[src/rtl/iter_divider_pkg.sv]
// Shared definitions for the iterative restoring divider: FSM state encoding
// and the default operand width.
package iter_divider_pkg;

    localparam int DEFAULT_N = 16;

    typedef enum logic [1:0] {
        IDLE = 2'd0,
        CALC = 2'd1,
        FIX  = 2'd2,
        DONE = 2'd3
    } state_t;

endpackage

[src/rtl/iter_divider_rca_16b.sv]
// Ripple-carry adder used for the divider's trial subtraction.
// The width defaults to 16 bits and follows the divider width when overridden.
module rca_16b #(
    parameter int W = 16
) (
    input  logic [W-1:0] A,
    input  logic [W-1:0] B,
    input  logic         C_in,
    output logic [W-1:0] S,
    output logic         C_out
);

    logic [W:0] carry;

    // Bit-serial carry chain, LSB first.
    always_comb begin
        carry    = '0;
        S        = '0;
        carry[0] = C_in;
        for (int i = 0; i < W; i++) begin
            S[i]       = A[i] ^ B[i] ^ carry[i];
            carry[i+1] = (A[i] & B[i]) | (carry[i] & (A[i] ^ B[i]));
        end
        C_out = carry[W];
    end

endmodule

[src/rtl/iter_divider.sv]
// Iterative restoring divider: one quotient bit per clock, MSB first.
// Signed operands are divided as magnitudes, and the signs are applied in a
// single fix-up cycle. Results truncate toward zero, and the remainder takes
// the sign of the dividend.
module iter_divider
    import iter_divider_pkg::*;
#(
    parameter int N = DEFAULT_N
) (
    input  logic         clk,
    input  logic         rst,
    input  logic         Start,
    input  logic [N-1:0] A,
    input  logic [N-1:0] B,
    input  logic         sign,
    output logic         Busy,
    output logic         Done,
    output logic [N-1:0] Quo,
    output logic [N-1:0] Rem,
    output logic         DivZero,
    output logic         Ofl
);

    localparam int CNT_W = (N > 1) ? $clog2(N) : 1;
    localparam logic [CNT_W-1:0] LAST_STEP = CNT_W'(N - 1);
    localparam logic [CNT_W-1:0] CNT_ONE   = CNT_W'(1);
    localparam logic [N-1:0]     ONE       = {{(N-1){1'b0}}, 1'b1};
    localparam logic [N-1:0]     MOST_NEG  = {1'b1, {(N-1){1'b0}}};
    localparam logic [N-1:0]     ALL_ONES  = {N{1'b1}};

    state_t         state;
    state_t         state_nx;
    logic [CNT_W-1:0] cnt;

    // The working registers carry no reset; only control and the visible results do.
    // dvd shifts the dividend out at the top while quotient bits enter at the bottom.
    logic [N-1:0] dvd;
    logic [N-1:0] part_rem;
    logic [N-1:0] dvs;
    logic         quo_neg;
    logic         rem_neg;
    logic         ofl_pend;

    logic [N-1:0] quo_r;
    logic [N-1:0] rem_r;
    logic         divzero_r;
    logic         ofl_r;

    logic         accept;
    logic         div_zero_in;
    logic         a_neg;
    logic         b_neg;
    logic [N-1:0] a_mag;
    logic [N-1:0] b_mag;

    logic [N-1:0] trial;
    logic [N-1:0] dvs_inv;
    logic [N-1:0] diff;
    logic         no_borrow;

    // Decode the incoming request and form the operand magnitudes.
    always_comb begin
        accept      = (state == IDLE) && Start;
        div_zero_in = (B == '0);
        a_neg       = sign & A[N-1];
        b_neg       = sign & B[N-1];
        a_mag       = a_neg ? (~A + ONE) : A;
        b_mag       = b_neg ? (~B + ONE) : B;
    end

    // Shift the next dividend bit into the partial remainder.
    // The remainder entering step i is below 2^i, so its MSB is always 0 here
    // and dropping it loses nothing.
    always_comb begin
        trial   = {part_rem[N-2:0], dvd[N-1]};
        dvs_inv = ~dvs;
    end

    rca_16b #(
        .W(N)
    ) u_sub (
        .A    (trial),
        .B    (dvs_inv),
        .C_in (1'b1),
        .S    (diff),
        .C_out(no_borrow)
    );

    // Update the state register. Reset aborts any divide in progress.
    always_ff @(posedge clk) begin
        if (rst) begin
            state <= IDLE;
        end else begin
            state <= state_nx;
        end
    end

    // Select the next state and decode the status outputs.
    always_comb begin
        state_nx = state;
        Busy     = 1'b0;
        Done     = 1'b0;
        case (state)
            IDLE: begin
                if (Start) begin
                    state_nx = div_zero_in ? DONE : CALC;
                end
            end
            CALC: begin
                Busy = 1'b1;
                if (cnt == LAST_STEP) begin
                    state_nx = FIX;
                end
            end
            FIX: begin
                Busy     = 1'b1;
                state_nx = DONE;
            end
            DONE: begin
                Done     = 1'b1;
                state_nx = IDLE;
            end
            default: state_nx = IDLE;
        endcase
    end

    // Count the quotient steps. The counter wraps to 0 after the last step.
    always_ff @(posedge clk) begin
        if (rst) begin
            cnt <= '0;
        end else if (state == CALC) begin
            cnt <= (cnt == LAST_STEP) ? '0 : cnt + CNT_ONE;
        end
    end

    // Capture the operands, then run one restoring step per CALC cycle.
    always_ff @(posedge clk) begin
        if (accept) begin
            dvd      <= a_mag;
            dvs      <= b_mag;
            part_rem <= '0;
            quo_neg  <= a_neg ^ b_neg;
            rem_neg  <= a_neg;
            ofl_pend <= sign && (A == MOST_NEG) && (B == ALL_ONES);
        end else if (state == CALC) begin
            if (no_borrow) begin
                part_rem <= diff;
                dvd      <= {dvd[N-2:0], 1'b1};
            end else begin
                part_rem <= trial;
                dvd      <= {dvd[N-2:0], 1'b0};
            end
        end
    end

    // Maintain the visible results. They hold from DONE until the next accepted Start.
    always_ff @(posedge clk) begin
        if (rst) begin
            quo_r     <= '0;
            rem_r     <= '0;
            divzero_r <= 1'b0;
            ofl_r     <= 1'b0;
        end else if (accept) begin
            divzero_r <= div_zero_in;
            ofl_r     <= 1'b0;
            if (div_zero_in) begin
                quo_r <= ALL_ONES;
                rem_r <= A;
            end
        end else if (state == FIX) begin
            quo_r <= quo_neg ? (~dvd + ONE) : dvd;
            rem_r <= rem_neg ? (~part_rem + ONE) : part_rem;
            ofl_r <= ofl_pend;
        end
    end

    assign Quo     = quo_r;
    assign Rem     = rem_r;
    assign DivZero = divzero_r;
    assign Ofl     = ofl_r;

endmodule

[config.mk]
export PLATFORM = sky130hd
export DESIGN_NAME = iter_divider
export DESIGN_NICKNAME = d
export VERILOG_FILES = /design/src/rtl/iter_divider_pkg.sv /design/src/rtl/iter_divider_rca_16b.sv /design/src/rtl/iter_divider.sv
export SDC_FILE = /design/constraint.sdc
export NUM_CORES = 1
export LEC_CHECK = 0
export ABC_AREA = 0
export BUFFER_PORTS_ARGS = -buffer_cell sky130_fd_sc_hd__buf_2
export CORE_AREA = 2 2 99 101
export CTS_BUF_LIST = sky130_fd_sc_hd__clkbuf_4
export DETAILED_ROUTE_END_ITERATION = 10
export DIE_AREA = 0 0 101 103
export PLACE_DENSITY = 0.81
export SLEW_MARGIN = 30
export SYNTH_ARGS = -nofsm -noshare
export SYNTH_HDL_FRONTEND = slang
export SYNTH_SLANG_ARGS = --single-unit
[constraint.sdc]
create_clock -name clk -period 9.5 [get_ports clk]
set_input_delay 1.425 -clock clk [delete_from_list [all_inputs] [get_ports clk]]
set_output_delay 1.425 -clock clk [all_outputs]
set_load 0.02 [all_outputs]
After elaboration in Yosys (flattened, before gate mapping)
Index checks and enable logic that the tools add are counted.

storage, ports and cells
  output and inout bits = 36
  register bits after elaboration = 91

cells by class
  muxes and demuxes = 21
  equality and inequality tests = 9
  $add $sub $neg = 5
  bitwise logic cells = 87
  reduce and logical (&&, ||, !) cells = 11

operator list
  operator               count
  $mux 16                13
  $not 16->16            5
  $add 16x1->16 const B  4
  $and 1x1->1            33
  $eq 16x16->1 const B   2
  $xor 1x1->1            32
  $logic_not 16->1       1
  $or 1x1->1             16
  $pmux 2 s4             1
  $mux 2                 3
  $add 4x1->4 const B    1
  $eq 2x2->1 const B     2
  $eq 4x4->1 const B     1
  $mux 4                 1
  $ne 2x2->1 const B     2
  $reduce_and 2->1       2
  $reduce_bool 2->1      2
  $reduce_or 2->1        2
  $logic_and 1x1->1      3
  $mux 1                 3
  $eq 2x1->1 const B     1
  $logic_not 2->1        1
  $ne 2x1->1 const B     1
  $not 1->1              1

Depth between registers and ports, before layout
  depth in word-level cells = 36
  depth in mapped cells = 24

By module
Synthesis repeated with hierarchy kept, for this count alone.

unflattened totals
  cells, all modules = 587
  area, all modules = 5504.0 um2

modules (own cells, without submodules)
  module        times used  sequential area each (um2)  cells each  area an instance (um2)
  iter_divider  1           2172.1                      561         5146.2
  rca_16b       1           0.0                         26          357.8

Least setup slack after synthesis
No wires, ideal clock.

  path kind = register to register
  start point = reg dvd[15]
  end point = reg part_rem[5]
  setup time = 158 ps
  setup slack = 2597 ps
  clock period less this slack = 6903 ps
  data arrival time = 6745 ps
  required time = 9342 ps
  stages on the path, launching flop included = 25
  buffers on the path = 1
  cell sequence = edfxtp_1 > inv_1 > ha_1 > fa_1 > fa_1 > fa_1 > fa_1 > fa_1 > fa_1 > fa_1 > fa_1 > fa_1 > fa_1 > fa_1 > fa_1 > inv_1 > fa_1 > inv_1 > fa_1 > fa_1 > clkbuf_1 > nand2_1 > o21ai_0 > mux2i_1 > nor2_1

on the way
  cells in the longest elaborated chain, start to end = 33
  elaborated cells between the ends (all ways) = 35

RTL lines
  what                                               line                        source
  start, declared                                    iter_divider.sv:37          logic [N-1:0] dvd;
  start signal, assigned                             iter_divider.sv:139         dvd <= a_mag;
  start signal, assigned                             iter_divider.sv:148         dvd <= {dvd[N-2:0], 1'b1};
  start signal, assigned                             iter_divider.sv:151         dvd <= {dvd[N-2:0], 1'b0};
  $and 1x1->1 / $xor 1x1->1 (equally long branches)  iter_divider_rca_16b.sv:22  carry[i+1] = (A[i] & B[i]) | (carry[i] & (A[i] ^ B[i]));
  $or 1x1->1 (*)                                     iter_divider_rca_16b.sv:22
  $and 1x1->1 (*)                                    iter_divider_rca_16b.sv:22
  $or 1x1->1 (*)                                     iter_divider_rca_16b.sv:22
  $and 1x1->1 (*)                                    iter_divider_rca_16b.sv:22
  $or 1x1->1 (*)                                     iter_divider_rca_16b.sv:22
  $and 1x1->1 (*)                                    iter_divider_rca_16b.sv:22
  $or 1x1->1 (*)                                     iter_divider_rca_16b.sv:22
  (+17 left out)                                     -
  $or 1x1->1                                         iter_divider_rca_16b.sv:22
  $and 1x1->1                                        iter_divider_rca_16b.sv:22
  $or 1x1->1                                         iter_divider_rca_16b.sv:22
  $and 1x1->1                                        iter_divider_rca_16b.sv:22
  $or 1x1->1                                         iter_divider_rca_16b.sv:22
  $and 1x1->1                                        iter_divider_rca_16b.sv:22
  $or 1x1->1                                         iter_divider_rca_16b.sv:22
  $mux 16 (*)                                        iter_divider.sv:146         if (no_borrow) begin
  end signal, assigned                               iter_divider.sv:147         part_rem <= diff;
  end signal, assigned                               iter_divider.sv:150         part_rem <= trial;
  end, declared                                      iter_divider.sv:38          logic [N-1:0] part_rem;

Mark *: on every way between the ends. The rest lies on a longest branch, timed or not.
A chain may end at the register's enable or synchronous reset.

Worst setup path after layout
  start point = reg dvd[15]
  end point = reg part_rem[14]

on the way
  cells in the longest elaborated chain, start to end = 33
  elaborated cells between the ends (all ways) = 35

RTL lines
  what                                               line
  $and 1x1->1 / $xor 1x1->1 (equally long branches)  iter_divider_rca_16b.sv:22
  $or 1x1->1 (*)                                     iter_divider_rca_16b.sv:22
  $and 1x1->1 (*)                                    iter_divider_rca_16b.sv:22
  $or 1x1->1 (*)                                     iter_divider_rca_16b.sv:22
  $and 1x1->1 (*)                                    iter_divider_rca_16b.sv:22
  $or 1x1->1 (*)                                     iter_divider_rca_16b.sv:22
  $and 1x1->1 (*)                                    iter_divider_rca_16b.sv:22
  $or 1x1->1 (*)                                     iter_divider_rca_16b.sv:22
  (+17 left out)                                     -
  $or 1x1->1 (*)                                     iter_divider_rca_16b.sv:22
  $and 1x1->1 (*)                                    iter_divider_rca_16b.sv:22
  $or 1x1->1 (*)                                     iter_divider_rca_16b.sv:22
  $and 1x1->1                                        iter_divider_rca_16b.sv:22
  $or 1x1->1                                         iter_divider_rca_16b.sv:22
  $and 1x1->1                                        iter_divider_rca_16b.sv:22
  $or 1x1->1                                         iter_divider_rca_16b.sv:22
  $mux 16 (*)                                        iter_divider.sv:146

Marked as above.

==> results.sh <==
export IMPL_outcome="completed"
export IMPL_maxCapViolations=0
export IMPL_synth_edf_count=35
export IMPL_drt_iter0_markers=397
export IMPL_die_y_um=103
export IMPL_fp_row_count=36
export IMPL_htree_levels=3
export IMPL_postCtsSetupRepairBufs=0
export IMPL_drt_wl_total_um=13320
export IMPL_gp_congestion=0.9278
export IMPL_fin_hold_ws_ps=461.6
export IMPL_required_ps=9840
export IMPL_max_freq_mhz=132.1
export IMPL_cp_end_kind="flop"
export IMPL_r2r_end="part_rem[14]"
export IMPL_portBuffers=71
export IMPL_drt_first_pass_iters=5
export IMPL_drv_slew=0
export IMPL_yosysTopAreaCellShare_pct=20.67
export IMPL_ff2ff_setup_slack_ps=1930
export IMPL_grt_pass1_vias=4462
export IMPL_power_density_mw_per_mm2=297.3
export IMPL_ys_types=54
export IMPL_clockBufferDepth=2
export IMPL_cts_hold_buf=0
export IMPL_r2r_cells=23
export IMPL_cts_root_buf="clkbuf_4"
export IMPL_cts_sinks=91
export IMPL_syn_inst=597
export IMPL_leakage_nw=2.336
export IMPL_crit_path_max_fanout=32
export IMPL_io_pins=72
export IMPL_avgViaCountPerCell=6.078
export IMPL_grt_usage_pct=26.86
export IMPL_hold_start="DivZero"
export IMPL_drc=0
export IMPL_rsz0062_at_grt="no"
export IMPL_ys_seq_area_share_pct=40.06
export IMPL_synth_warnings=0
export IMPL_coreArea_mm2=0.009459
export IMPL_drive_gt1_share_pct=16.44
export IMPL_antennaDiodeCount=0
export IMPL_hold_end="DivZero"
export IMPL_syn_num_nets=660
export IMPL_clkTransAtPathRegs_ps=130
export IMPL_dieWidth_um=101
export IMPL_busiest_layer="met2"
export IMPL_skew_ps=22.40
export IMPL_die_area_mm2=0.01040
export IMPL_post_dp_hpwl_um=10040
export IMPL_hp_class="flop to flop"
export IMPL_holdPathStages=2
export IMPL_num_vias=4686
export IMPL_finalNetCount=715
export IMPL_synthToLayoutAreaGrowth_pct=9.922
export IMPL_cts_tree="done"
export IMPL_ir_drop_uv=167.8
export IMPL_clkLatencyLatePin_ps=470
export IMPL_initial_utilization_pct=57.33
export IMPL_setup_viol=0
export IMPL_wl_per_cell_um=17.27
export IMPL_cts_inserted_buffers=9
export IMPL_fillCellCount=788
export IMPL_synth_seq_cells=91
export IMPL_worst_pin_slew_ps=939.0
export IMPL_grt_remaining_overflow=0
export IMPL_use_met3_pct=4.949
export IMPL_grt_max_degree=65
export IMPL_crit_arrival_ps=7910
export IMPL_r2r_start="dvd[15]"
export IMPL_async_reset_ff_share_pct=0
export IMPL_grt_antenna_before_repair=0
export IMPL_finalCriticalPeriod_ps=7568
export IMPL_post_cts_resized=0
export IMPL_tns_ps=0
export IMPL_yosys_top_cells_area="dfxtp_1 21%, edfxtp_1 19%, fa_1 5.5%"
export IMPL_multi_input_area_mm2=0.003000
export IMPL_grtUsageMet2_pct=44.77
export IMPL_post_synth_top_area_cell="dfxtp_1"
export IMPL_syn_avg_cell_area_um2=9.083
export IMPL_path_class="flop to flop"
export IMPL_grt_pass1_wl_um=21430
export IMPL_syn_area_mm2=0.005423
export IMPL_maxSlewHeadroom_pct=37.22
export IMPL_drtAntennaViolNets=0
export IMPL_grtUsageMet1_pct=32.58
export IMPL_synth_ff_type="dfxtp_1"
export IMPL_worst_setup_path_start_kind="flop"
export IMPL_register_area_mm2=0.002172
export IMPL_fin_crit_sh_pct=79.66
export IMPL_hold_viol=0
power by group:
group          total [W]  internal (W)  switching [W]
Clock           0.000218     0.0000912       0.000127
Combinational   0.000864      0.000340       0.000523
Sequential      0.000691      0.000555       0.000136
Total            0.00177      0.000986       0.000786
layout by cell type, fill, tap and decap left out, types with 3 or more instances in the layout:
cell type	Yosys	routed
clkbuf_4	0	13
nor4_1	9	9
a211o_1	6	6
nor2_1	63	63
mux2i_1	21	21
xor2_1	24	24
nand3_1	11	11
nand4_1	6	6
and4_1	3	3
a31oi_1	7	7
inv_1	32	32
a21oi_1	30	29
o31ai_1	10	10
ha_1	12	12
and3_1	3	3
fa_1	15	15
buf_2	4	71
o211ai_1	6	6
o21ai_0	37	37
xnor2_1	27	27
o221a_2	4	4
o41ai_1	4	4
nor3_1	20	20
a221oi_1	5	5
or3_1	5	5
o21ai_1	4	4
edfxtp_1	35	35
dfxtp_1	56	56
nand2_1	72	71
buf_4	1	4
a211oi_1	11	11
and2_1	3	3
synth_stat cells (all sizes together) (4+ instances only):
cell / instances
o21ai: 41
nor3: 21
nand2: 72
a211oi: 11
a21oi: 30
fa: 15
xor2: 24
nor4: 10
a221oi: 5
nand3: 11
xnor2: 27
dfxtp: 56
o41ai: 7
edfxtp: 35
ha: 12
o211ai: 7
or3: 5
nand4: 6
buf: 8
inv: 32
a31oi: 7
mux2i: 21
o221a: 4
o31ai: 10
clkbuf: 23
nor2: 63
a211o: 6
logic make-up after synthesis:
| group | after synthesis | synth area share [%] |
|---|---|---|
| compound gates | 135 | 16.82 |
| simple gates | 208 | 17.97 |
| fa+ha+maj | 27 | 8.306 |
| mux | 21 | 3.876 |
| xor+xnor | 51 | 8.237 |
| buf+inv | 64 | 4.730 |
| flops | 91 | 40.06 |
state kept, by name, summed over array words and instances, names as in the netlist, 2 cells and up:
name,count
Quo,16
Rem,16
dvd,16
dvs,16
part_rem,16
cnt,4
state,2
worst max-delay path, cell delays in order, from the launching register on:
cell and delay (ps):
edfxtp_1 430, inv_1 80, ha_1 210, fa_1 380
fa_1 390, fa_1 400, fa_1 400, fa_1 390
fa_1 400, fa_1 410, fa_1 400, fa_1 390
fa_1 390, fa_1 390, fa_1 380, inv_1 80
fa_1 170, inv_1 50, fa_1 380, fa_1 760
nand2_1 210, o21ai_0 120, mux2i_1 190, nor2_1 50
worst max-delay path by stage:
stage            start            to  cells past startpoint
6_report       dvd[15]  part_rem[14]                     23
5_1_grt        dvd[15]   part_rem[1]                     23
4_1_cts        dvd[15]  part_rem[14]                     23
3_5_place_dp   dvd[15]  part_rem[14]                     23
3_3_place_gp   dvd[15]  part_rem[11]                     23
2_1_floorplan  dvd[15]   part_rem[5]                     24
through the flow:
stage	cells	area [µm²]	utilization, %	total power (W)	worst slack, ps
floorplan	597	5423	-	0.001324	2597
finish	771	5961	63.02	0.001772	1932
global placement	755	5821	61.53	0.001512	2227
global route	771	5961	63.02	0.001901	1609
CTS	771	5961	63.02	0.001766	1943
detailed placement	755	5824	61.57	0.001551	1985
layer usage:
layer / share of wire, % / routed length, µm
met3: 7.5 / 995
met5: 0 / 0
met4: 4.4 / 591
met1: 40 / 5375
met2: 48 / 6356
cell type report:
class / instances / share of cell area [%]
inverters: 33 / 2.078
clock inverters: 3 / 0.6507
multi-input cells: 442 / 50.34
clock buffers: 13 / 1.637
repair buffers: 75 / 6.465
flip-flops and latches: 91 / 36.44
well taps: 114 / 2.393
(Power assumes the default switching activity.)
